## src/rtl/rtc_calendar_bank_if.sv

```systemverilog
// rtc_calendar_bank_if
//   Groups the control inputs and BCD display outputs of rtc_calendar_bank.
//   master : the side that drives Tick/Edit_en/Field_sel/Up/Dw/Format
//            and reads the display fields.
//   slave  : the calendar bank itself.
//   Signals:
//     Tick       1 Hz one-cycle pulse (run mode)
//     Edit_en    1 = edit mode
//     Field_sel  0 sec, 1 min, 2 hr, 3 day, 4 month, 5 year, 6/7 none
//     Up, Dw     one-cycle adjust requests (edit mode)
//     Format     0 = 24 h, 1 = 12 h hour display
//     Seg..As    BCD sec, min, hr, day, month, year
//     Pm         internal hour >= 12
//     Year_wrap  one-cycle pulse on run-mode year 99 -> 00
interface rtc_calendar_bank_if;
  logic       Tick;
  logic       Edit_en;
  logic [2:0] Field_sel;
  logic       Up;
  logic       Dw;
  logic       Format;
  logic [7:0] Seg;
  logic [7:0] Min;
  logic [7:0] Hr;
  logic [7:0] Ds;
  logic [7:0] Ms;
  logic [7:0] As;
  logic       Pm;
  logic       Year_wrap;

  modport master (
    output Tick, Edit_en, Field_sel, Up, Dw, Format,
    input  Seg, Min, Hr, Ds, Ms, As, Pm, Year_wrap
  );

  modport slave (
    input  Tick, Edit_en, Field_sel, Up, Dw, Format,
    output Seg, Min, Hr, Ds, Ms, As, Pm, Year_wrap
  );
endinterface

```

## src/rtl/rtc_calendar_bank.sv

```systemverilog
// rtc_calendar_bank
//   Time/date register bank. Binary counters for sec, min, hr, day, month
//   and year advance on a 1 Hz Tick through a single-edge carry chain
//   (run mode) or are adjusted one field at a time with Up/Dw wrapping
//   without carry (edit mode). Every field is presented as registered
//   BCD one edge after the binary registers change.
//   Ports:
//     Clock_in  system clock, rising edge
//     Reset_in  synchronous active-high reset, loads INIT_* values and
//               drives the outputs straight to their BCD init values
//     bus       rtc_calendar_bank_if.slave (controls and BCD outputs)
//   Optional feature macro: LEAP_YEAR_EN -- when defined, February has
//   29 days in years with year[1:0]==0; otherwise February is 28 days.
module rtc_calendar_bank #(
  parameter int INIT_YEAR  = 16,
  parameter int INIT_MONTH = 1,
  parameter int INIT_DAY   = 1,
  parameter int INIT_HOUR  = 0
) (
  input  logic                 Clock_in,
  input  logic                 Reset_in,
  rtc_calendar_bank_if.slave   bus
);

  localparam logic [6:0] INIT_YEAR_B  = 7'(INIT_YEAR);
  localparam logic [3:0] INIT_MONTH_B = 4'(INIT_MONTH);
  localparam logic [4:0] INIT_DAY_B   = 5'(INIT_DAY);
  localparam logic [4:0] INIT_HOUR_B  = 5'(INIT_HOUR);

  function automatic logic [4:0] max_day(input logic [3:0] m, input logic leap);
    case (m)
      4'd4, 4'd6, 4'd9, 4'd11: max_day = 5'd30;
      4'd2:                    max_day = leap ? 5'd29 : 5'd28;
      default:                 max_day = 5'd31;
    endcase
  endfunction

  // Binary 0..99 to packed BCD by repeated subtraction of ten.
  function automatic logic [7:0] to_bcd(input logic [6:0] v);
    logic [3:0] tens;
    logic [6:0] rem;
    tens = 4'd0;
    rem  = v;
    for (int i = 0; i < 9; i++) begin
      if (rem >= 7'd10) begin
        rem  = rem - 7'd10;
        tens = tens + 4'd1;
      end
    end
    to_bcd = {tens, 4'(rem)};
  endfunction

  // 24 h internal hour to the displayed hour value.
  function automatic logic [4:0] hr_disp(input logic [4:0] h, input logic fmt12);
    if (!fmt12)          hr_disp = h;
    else if (h == 5'd0)  hr_disp = 5'd12;
    else if (h > 5'd12)  hr_disp = h - 5'd12;
    else                 hr_disp = h;
  endfunction

  logic [5:0] sec_p0, sec_n;
  logic [5:0] min_p0, min_n;
  logic [4:0] hr_p0, hr_n;
  logic [4:0] day_p0, day_n;
  logic [3:0] month_p0, month_n;
  logic [6:0] year_p0, year_n;
  logic       wrap_p0, wrap_n;
  logic       leap_c, leap_n;
  logic [4:0] md_c, md_n;

  logic [7:0] seg_p1, min_p1, hr_p1, day_p1, month_p1, year_p1;
  logic       pm_p1, year_wrap_p1;

  always_comb begin
    sec_n   = sec_p0;
    min_n   = min_p0;
    hr_n    = hr_p0;
    day_n   = day_p0;
    month_n = month_p0;
    year_n  = year_p0;
    wrap_n  = 1'b0;
`ifdef LEAP_YEAR_EN
    leap_c = (year_p0[1:0] == 2'd0);
`else
    leap_c = 1'b0;
`endif
    md_c = max_day(month_p0, leap_c);

    if (!bus.Edit_en) begin
      if (bus.Tick) begin
        // Full carry chain resolves within this single edge.
        if (sec_p0 != 6'd59) sec_n = sec_p0 + 6'd1;
        else begin
          sec_n = 6'd0;
          if (min_p0 != 6'd59) min_n = min_p0 + 6'd1;
          else begin
            min_n = 6'd0;
            if (hr_p0 != 5'd23) hr_n = hr_p0 + 5'd1;
            else begin
              hr_n = 5'd0;
              if (day_p0 < md_c) day_n = day_p0 + 5'd1;
              else begin
                day_n = 5'd1;
                if (month_p0 != 4'd12) month_n = month_p0 + 4'd1;
                else begin
                  month_n = 4'd1;
                  if (year_p0 != 7'd99) year_n = year_p0 + 7'd1;
                  else begin
                    year_n = 7'd0;
                    wrap_n = 1'b1;
                  end
                end
              end
            end
          end
        end
      end
    end else if (bus.Up != bus.Dw) begin
      case (bus.Field_sel)
        3'd0: sec_n = bus.Up ? ((sec_p0 == 6'd59) ? 6'd0 : sec_p0 + 6'd1)
                             : ((sec_p0 == 6'd0) ? 6'd59 : sec_p0 - 6'd1);
        3'd1: min_n = bus.Up ? ((min_p0 == 6'd59) ? 6'd0 : min_p0 + 6'd1)
                             : ((min_p0 == 6'd0) ? 6'd59 : min_p0 - 6'd1);
        3'd2: hr_n = bus.Up ? ((hr_p0 == 5'd23) ? 5'd0 : hr_p0 + 5'd1)
                            : ((hr_p0 == 5'd0) ? 5'd23 : hr_p0 - 5'd1);
        3'd3: day_n = bus.Up ? ((day_p0 >= md_c) ? 5'd1 : day_p0 + 5'd1)
                             : ((day_p0 <= 5'd1) ? md_c : day_p0 - 5'd1);
        3'd4: month_n = bus.Up ? ((month_p0 == 4'd12) ? 4'd1 : month_p0 + 4'd1)
                               : ((month_p0 == 4'd1) ? 4'd12 : month_p0 - 4'd1);
        3'd5: year_n = bus.Up ? ((year_p0 == 7'd99) ? 7'd0 : year_p0 + 7'd1)
                              : ((year_p0 == 7'd0) ? 7'd99 : year_p0 - 7'd1);
        default: ;
      endcase
    end

    // Month/year edits can leave the day beyond the new month length.
`ifdef LEAP_YEAR_EN
    leap_n = (year_n[1:0] == 2'd0);
`else
    leap_n = 1'b0;
`endif
    md_n = max_day(month_n, leap_n);
    if (bus.Edit_en && (day_n > md_n)) day_n = md_n;
  end

  always_ff @(posedge Clock_in) begin
    if (Reset_in) begin
      sec_p0       <= 6'd0;
      min_p0       <= 6'd0;
      hr_p0        <= INIT_HOUR_B;
      day_p0       <= INIT_DAY_B;
      month_p0     <= INIT_MONTH_B;
      year_p0      <= INIT_YEAR_B;
      wrap_p0      <= 1'b0;
      seg_p1       <= 8'h00;
      min_p1       <= 8'h00;
      hr_p1        <= to_bcd({2'b00, hr_disp(INIT_HOUR_B, bus.Format)});
      day_p1       <= to_bcd({2'b00, INIT_DAY_B});
      month_p1     <= to_bcd({3'b000, INIT_MONTH_B});
      year_p1      <= to_bcd(INIT_YEAR_B);
      pm_p1        <= (INIT_HOUR_B >= 5'd12);
      year_wrap_p1 <= 1'b0;
    end else begin
      // p0: binary field registers
      sec_p0       <= sec_n;
      min_p0       <= min_n;
      hr_p0        <= hr_n;
      day_p0       <= day_n;
      month_p0     <= month_n;
      year_p0      <= year_n;
      wrap_p0      <= wrap_n;
      // p1: registered BCD display
      seg_p1       <= to_bcd({1'b0, sec_p0});
      min_p1       <= to_bcd({1'b0, min_p0});
      hr_p1        <= to_bcd({2'b00, hr_disp(hr_p0, bus.Format)});
      day_p1       <= to_bcd({2'b00, day_p0});
      month_p1     <= to_bcd({3'b000, month_p0});
      year_p1      <= to_bcd(year_p0);
      pm_p1        <= (hr_p0 >= 5'd12);
      year_wrap_p1 <= wrap_p0;
    end
  end

  assign bus.Seg       = seg_p1;
  assign bus.Min       = min_p1;
  assign bus.Hr        = hr_p1;
  assign bus.Ds        = day_p1;
  assign bus.Ms        = month_p1;
  assign bus.As        = year_p1;
  assign bus.Pm        = pm_p1;
  assign bus.Year_wrap = year_wrap_p1;

endmodule

```

## src/flat_wrapper.sv

```systemverilog
// flat-port wrapper written by rule: the top's interface ports become plain ports
module rtc_calendar_bank_flat 
#(
  parameter int INIT_YEAR  = 16,
  parameter int INIT_MONTH = 1,
  parameter int INIT_DAY   = 1,
  parameter int INIT_HOUR  = 0
)
  (Clock_in, Reset_in, bus_Tick, bus_Edit_en, bus_Field_sel, bus_Up, bus_Dw, bus_Format, bus_Seg, bus_Min, bus_Hr, bus_Ds, bus_Ms, bus_As, bus_Pm, bus_Year_wrap);
  rtc_calendar_bank_if bus_i ();
  input  logic Clock_in;
  input  logic Reset_in;
  input wire logic [$bits(bus_i.Tick)-1:0] bus_Tick;
  input wire logic [$bits(bus_i.Edit_en)-1:0] bus_Edit_en;
  input wire logic [$bits(bus_i.Field_sel)-1:0] bus_Field_sel;
  input wire logic [$bits(bus_i.Up)-1:0] bus_Up;
  input wire logic [$bits(bus_i.Dw)-1:0] bus_Dw;
  input wire logic [$bits(bus_i.Format)-1:0] bus_Format;
  output wire logic [$bits(bus_i.Seg)-1:0] bus_Seg;
  output wire logic [$bits(bus_i.Min)-1:0] bus_Min;
  output wire logic [$bits(bus_i.Hr)-1:0] bus_Hr;
  output wire logic [$bits(bus_i.Ds)-1:0] bus_Ds;
  output wire logic [$bits(bus_i.Ms)-1:0] bus_Ms;
  output wire logic [$bits(bus_i.As)-1:0] bus_As;
  output wire logic [$bits(bus_i.Pm)-1:0] bus_Pm;
  output wire logic [$bits(bus_i.Year_wrap)-1:0] bus_Year_wrap;
  assign bus_i.Tick = bus_Tick;
  assign bus_i.Edit_en = bus_Edit_en;
  assign bus_i.Field_sel = bus_Field_sel;
  assign bus_i.Up = bus_Up;
  assign bus_i.Dw = bus_Dw;
  assign bus_i.Format = bus_Format;
  assign bus_Seg = bus_i.Seg;
  assign bus_Min = bus_i.Min;
  assign bus_Hr = bus_i.Hr;
  assign bus_Ds = bus_i.Ds;
  assign bus_Ms = bus_i.Ms;
  assign bus_As = bus_i.As;
  assign bus_Pm = bus_i.Pm;
  assign bus_Year_wrap = bus_i.Year_wrap;
  rtc_calendar_bank #(.INIT_YEAR(INIT_YEAR), .INIT_MONTH(INIT_MONTH), .INIT_DAY(INIT_DAY), .INIT_HOUR(INIT_HOUR)) u_core (.Clock_in(Clock_in), .Reset_in(Reset_in), .bus(bus_i));
endmodule
```

## config.mk

```make
export PLATFORM = sky130hd
export DESIGN_NAME = rtc_calendar_bank_flat
export DESIGN_NICKNAME = d
export VERILOG_FILES = /design/src/rtl/rtc_calendar_bank_if.sv /design/src/rtl/rtc_calendar_bank.sv /design/src/flat_wrapper.sv
export SDC_FILE = /design/constraint.sdc
export NUM_CORES = 1
export LEC_CHECK = 0
export BUFFER_PORTS_ARGS = -buffer_cell sky130_fd_sc_hd__buf_2
export CORE_MARGIN = 8
export CORE_UTILIZATION = 44
export CTS_CLUSTER_SIZE = 12
export DETAILED_ROUTE_END_ITERATION = 10
export SYNTH_ARGS = -nofsm -noshare
export SYNTH_HDL_FRONTEND = slang
export SYNTH_SLANG_ARGS = --single-unit
```

## constraint.sdc

```tcl
create_clock -name Clock_in -period 16.5 [get_ports Clock_in]
set_input_delay 3.3 -clock Clock_in [delete_from_list [all_inputs] [get_ports Clock_in]]
set_output_delay 3.3 -clock Clock_in [all_outputs]
set_load 0.05 [all_outputs]
```

==> impl_metrics.env <==
export IMPL_grt_overflow=0
export IMPL_drive_above_1_share=0.0922
export IMPL_cts_root_buffer="clkbuf_16"
export IMPL_min_delay_start="u_core.wrap_p0$_SDFF_PP0_"
export IMPL_worstSetupStartpoint="u_core.sec_p0[1]$_SDFFE_PP0P_"
export IMPL_timing_fmax_ghz=0.0684
export IMPL_cts_setup_buffers=0
export IMPL_synth_edf_count=0
export IMPL_syn_avg_cell_area_sq_um=7.19
export IMPL_worst_slack_ns=1.89
export IMPL_ys_warn_count=0
export IMPL_startpoint_type="flop"
export IMPL_synth_xor_area_frac=0.0881
export IMPL_cp_max_fo=18
export IMPL_cts_made_buffers=9
export IMPL_hold_slack_ns=0.460
export IMPL_synth_most_common_cell="nand2_1"
export IMPL_drc=0
export IMPL_hp_class="reg2reg"
export IMPL_dpl_cell_count=3106
export IMPL_nets=2765
export IMPL_cp_top_family="simple AND/OR/NAND/NOR gates"
export IMPL_design_core_area_sq_mm=0.0419
export IMPL_synth_flop_cell="dfxtp_1"
export IMPL_yosysUniqueCellTypes=124
export IMPL_cts_clk_slew_worst_paths_ns=0.07
export IMPL_fin_crit_sh=0.886
export IMPL_reg2reg_depth=62
export IMPL_yosys_top_cells_area="ha_1 (12%), dfxtp_1 (9.0%), xnor2_1 (6.3%)"
export IMPL_area_growth_pct=4.67
export IMPL_run_status="complete, no violations"
export IMPL_synth_adder_area_share=0.118
export IMPL_synth_area_sq_mm=0.0187
export IMPL_hold_depth=1
export IMPL_reg2reg_slack_ns=1.89
export IMPL_slew_violations=0
export IMPL_crit_top_cell="inv_1"
export IMPL_cts_resized=0
export IMPL_hold_buffers=0
export IMPL_gp_congestion=0.875
export IMPL_crit_slowest_cell="and3b_1"
export IMPL_port_buffer_count=59
export IMPL_syn_inst=2603
export IMPL_yosys_area_share_simple=0.258
export IMPL_tritoncts="yes"
export IMPL_vias_per_cell=6.16
export IMPL_ys_top_cells_by_count="nand2_1 (246), nor2_1 (213), ha_1 (177)"
export IMPL_insertion_delay_ns=0.38
export IMPL_num_rows=75
export IMPL_initial_core_util=0.446
export IMPL_top_layer_used="met4"
export IMPL_hpwl_um=38400
export IMPL_antenna_cells=0
export IMPL_critPathKind="reg2reg"
export IMPL_antenna_left=0
export IMPL_fin_setup_tns_ns=0
export IMPL_synth_top_family_by_area="compound AO/OA/AOI/OAI gates"
export IMPL_drt_iter0_markers=1508
export IMPL_crit_buf_inv=16
export IMPL_via_count=19206
export IMPL_max_stage_delay_ns=0.64
export IMPL_required_ns=16.80
export IMPL_maxCapViolations=0
export IMPL_synth_largest_area_cell="ha_1"
export IMPL_worst_pin_slew_ns=1.07
export IMPL_wl_um=49400
export IMPL_rsz0062_at_grt="false"
export IMPL_synthMuxAreaShare=0.0493
export IMPL_synth_seq_area_share=0.0898
export IMPL_die_h_um=222
export IMPL_synth_compound_area_frac=0.339
export IMPL_grt_use_total=0.192
export IMPL_antenna_found_initial=0
export IMPL_yosysTopAreaCellShare=0.118
export IMPL_drt_first_pass_iters=6
export IMPL_grt_max_degree=79
export IMPL_setup_violations=0
export IMPL_numClockSinks=84
export IMPL_crit_arrival_ns=14.92
export IMPL_wl_met2_um=23100
export IMPL_worst_setup_path_end_kind="flop"
export IMPL_synth_async_reset_ratio=0
export IMPL_wl_met3_um=1770
export IMPL_clock_path_buffers=2
export IMPL_instances_no_fill=3120
export IMPL_finalHoldViolations=0
export IMPL_fin_crit_ns=14.61
export IMPL_wl_met1_um=23900
export IMPL_reg2reg_to="u_core.bus.Seg[2]$_SDFF_PP0_"
export IMPL_synth_nets=2790
export IMPL_relSlewSlack=0.282
export IMPL_die_area_sq_mm=0.0494
export IMPL_die_x_um=222
export IMPL_grt_pass1_vias=17927
export IMPL_synth_seq_cells=84
export IMPL_timing_rr_start="u_core.sec_p0[1]$_SDFFE_PP0P_"
export IMPL_wl_per_cell_um=15.8
export IMPL_ios=60
export IMPL_pre_cts_ws_ns=2.03
export IMPL_grt_pass1_wl_um=84200
export IMPL_whs_endpoint="u_core.bus.Year_wrap$_SDFF_PP0_"
export IMPL_fin_worst_skew_ns=0.00971
export IMPL_htreeDepth=3
cell families after synthesis:
| family | after synthesis |
|---|---|
| multiplexers | 86 |
| AND/OR/NAND/NOR | 953 |
| buffers and inverters | 264 |
| flip-flops | 84 |
| AO/OA/AOI/OAI | 859 |
| adder cells (fa/ha/maj) | 177 |
| XOR/XNOR | 180 |
placed cells by master (no fill, tap or decap), types with 14 or more instances in the layout:
cell,count
o31ai_1,21
ha_1,177
a211oi_1,37
and3_1,31
mux2_2,37
nor4_1,22
xnor2_1,135
a21boi_0,14
o2111ai_1,15
and2_1,41
a31oi_1,31
nand4_1,29
o22ai_1,18
or2_2,26
nand3b_1,14
a21o_1,44
a22oi_1,22
nor3_1,72
a21oi_1,163
o21ai_1,24
o31a_1,17
xor2_1,38
a211o_1,14
dfxtp_1,84
mux2i_1,45
nand3_1,89
o211ai_1,36
nand2b_1,27
nand2_1,246
nor2_1,213
o21a_1,26
o21ai_0,134
inv_1,161
buf_2,58
nor2b_1,26
or3_1,35
area by class of cell:
class                   count  area, sq um
repair buffers             61          313
inverters                 167          628
multi-input cells        2255        16000
fillers                  4183        22400
well taps                 539          674
flip-flops and latches     84         1680
clock inverters             5          103
clock buffers               9          225
registers in the layout, summed over array words and instances (netlist names), 6 cells and up:
name	count
u_core.bus.Ms	8
u_core.sec_p0	6
u_core.bus.Seg	8
u_core.min_p0	6
u_core.year_p0	7
u_core.bus.Min	8
u_core.bus.Ds	8
u_core.bus.Hr	8
u_core.bus.As	8
metrics by stage:
stage	utilization	cell area, sq um
6_report	0.467	19600
5_1_grt	0.467	19600
4_1_cts	0.467	19600
3_5_place_dp	0.459	19300
3_3_place_gp	0.459	19300
2_1_floorplan	-	18700
worst max-delay path by stage:
stage | endpoint | slack, ns | depth (start not counted)
finish | u_core.bus.Seg[2]$_SDFF_PP0_ | 1.89 | 62
global route | u_core.bus.Seg[2]$_SDFF_PP0_ | 0.19 | 62
CTS | u_core.bus.Seg[2]$_SDFF_PP0_ | 1.98 | 62
detailed placement | u_core.bus.Seg[2]$_SDFF_PP0_ | 2.03 | 62
global placement | u_core.bus.As[2]$_SDFF_PP1_ | 2.55 | 59
floorplan | u_core.bus.Seg[2]$_SDFF_PP0_ | 4.05 | 68
metal layers:
layer / GRT usage / vias up
met2: 0.333 / 416
met1: 0.252 / 9043
met4: 0.0436 / 0
met3: 0.0219 / 37
li1: - / 9710
met5: 0 / -
Power is left out: the tool's default activity adds up to more than one toggle a clock period on the data nets, which glitch-free logic cannot reach.
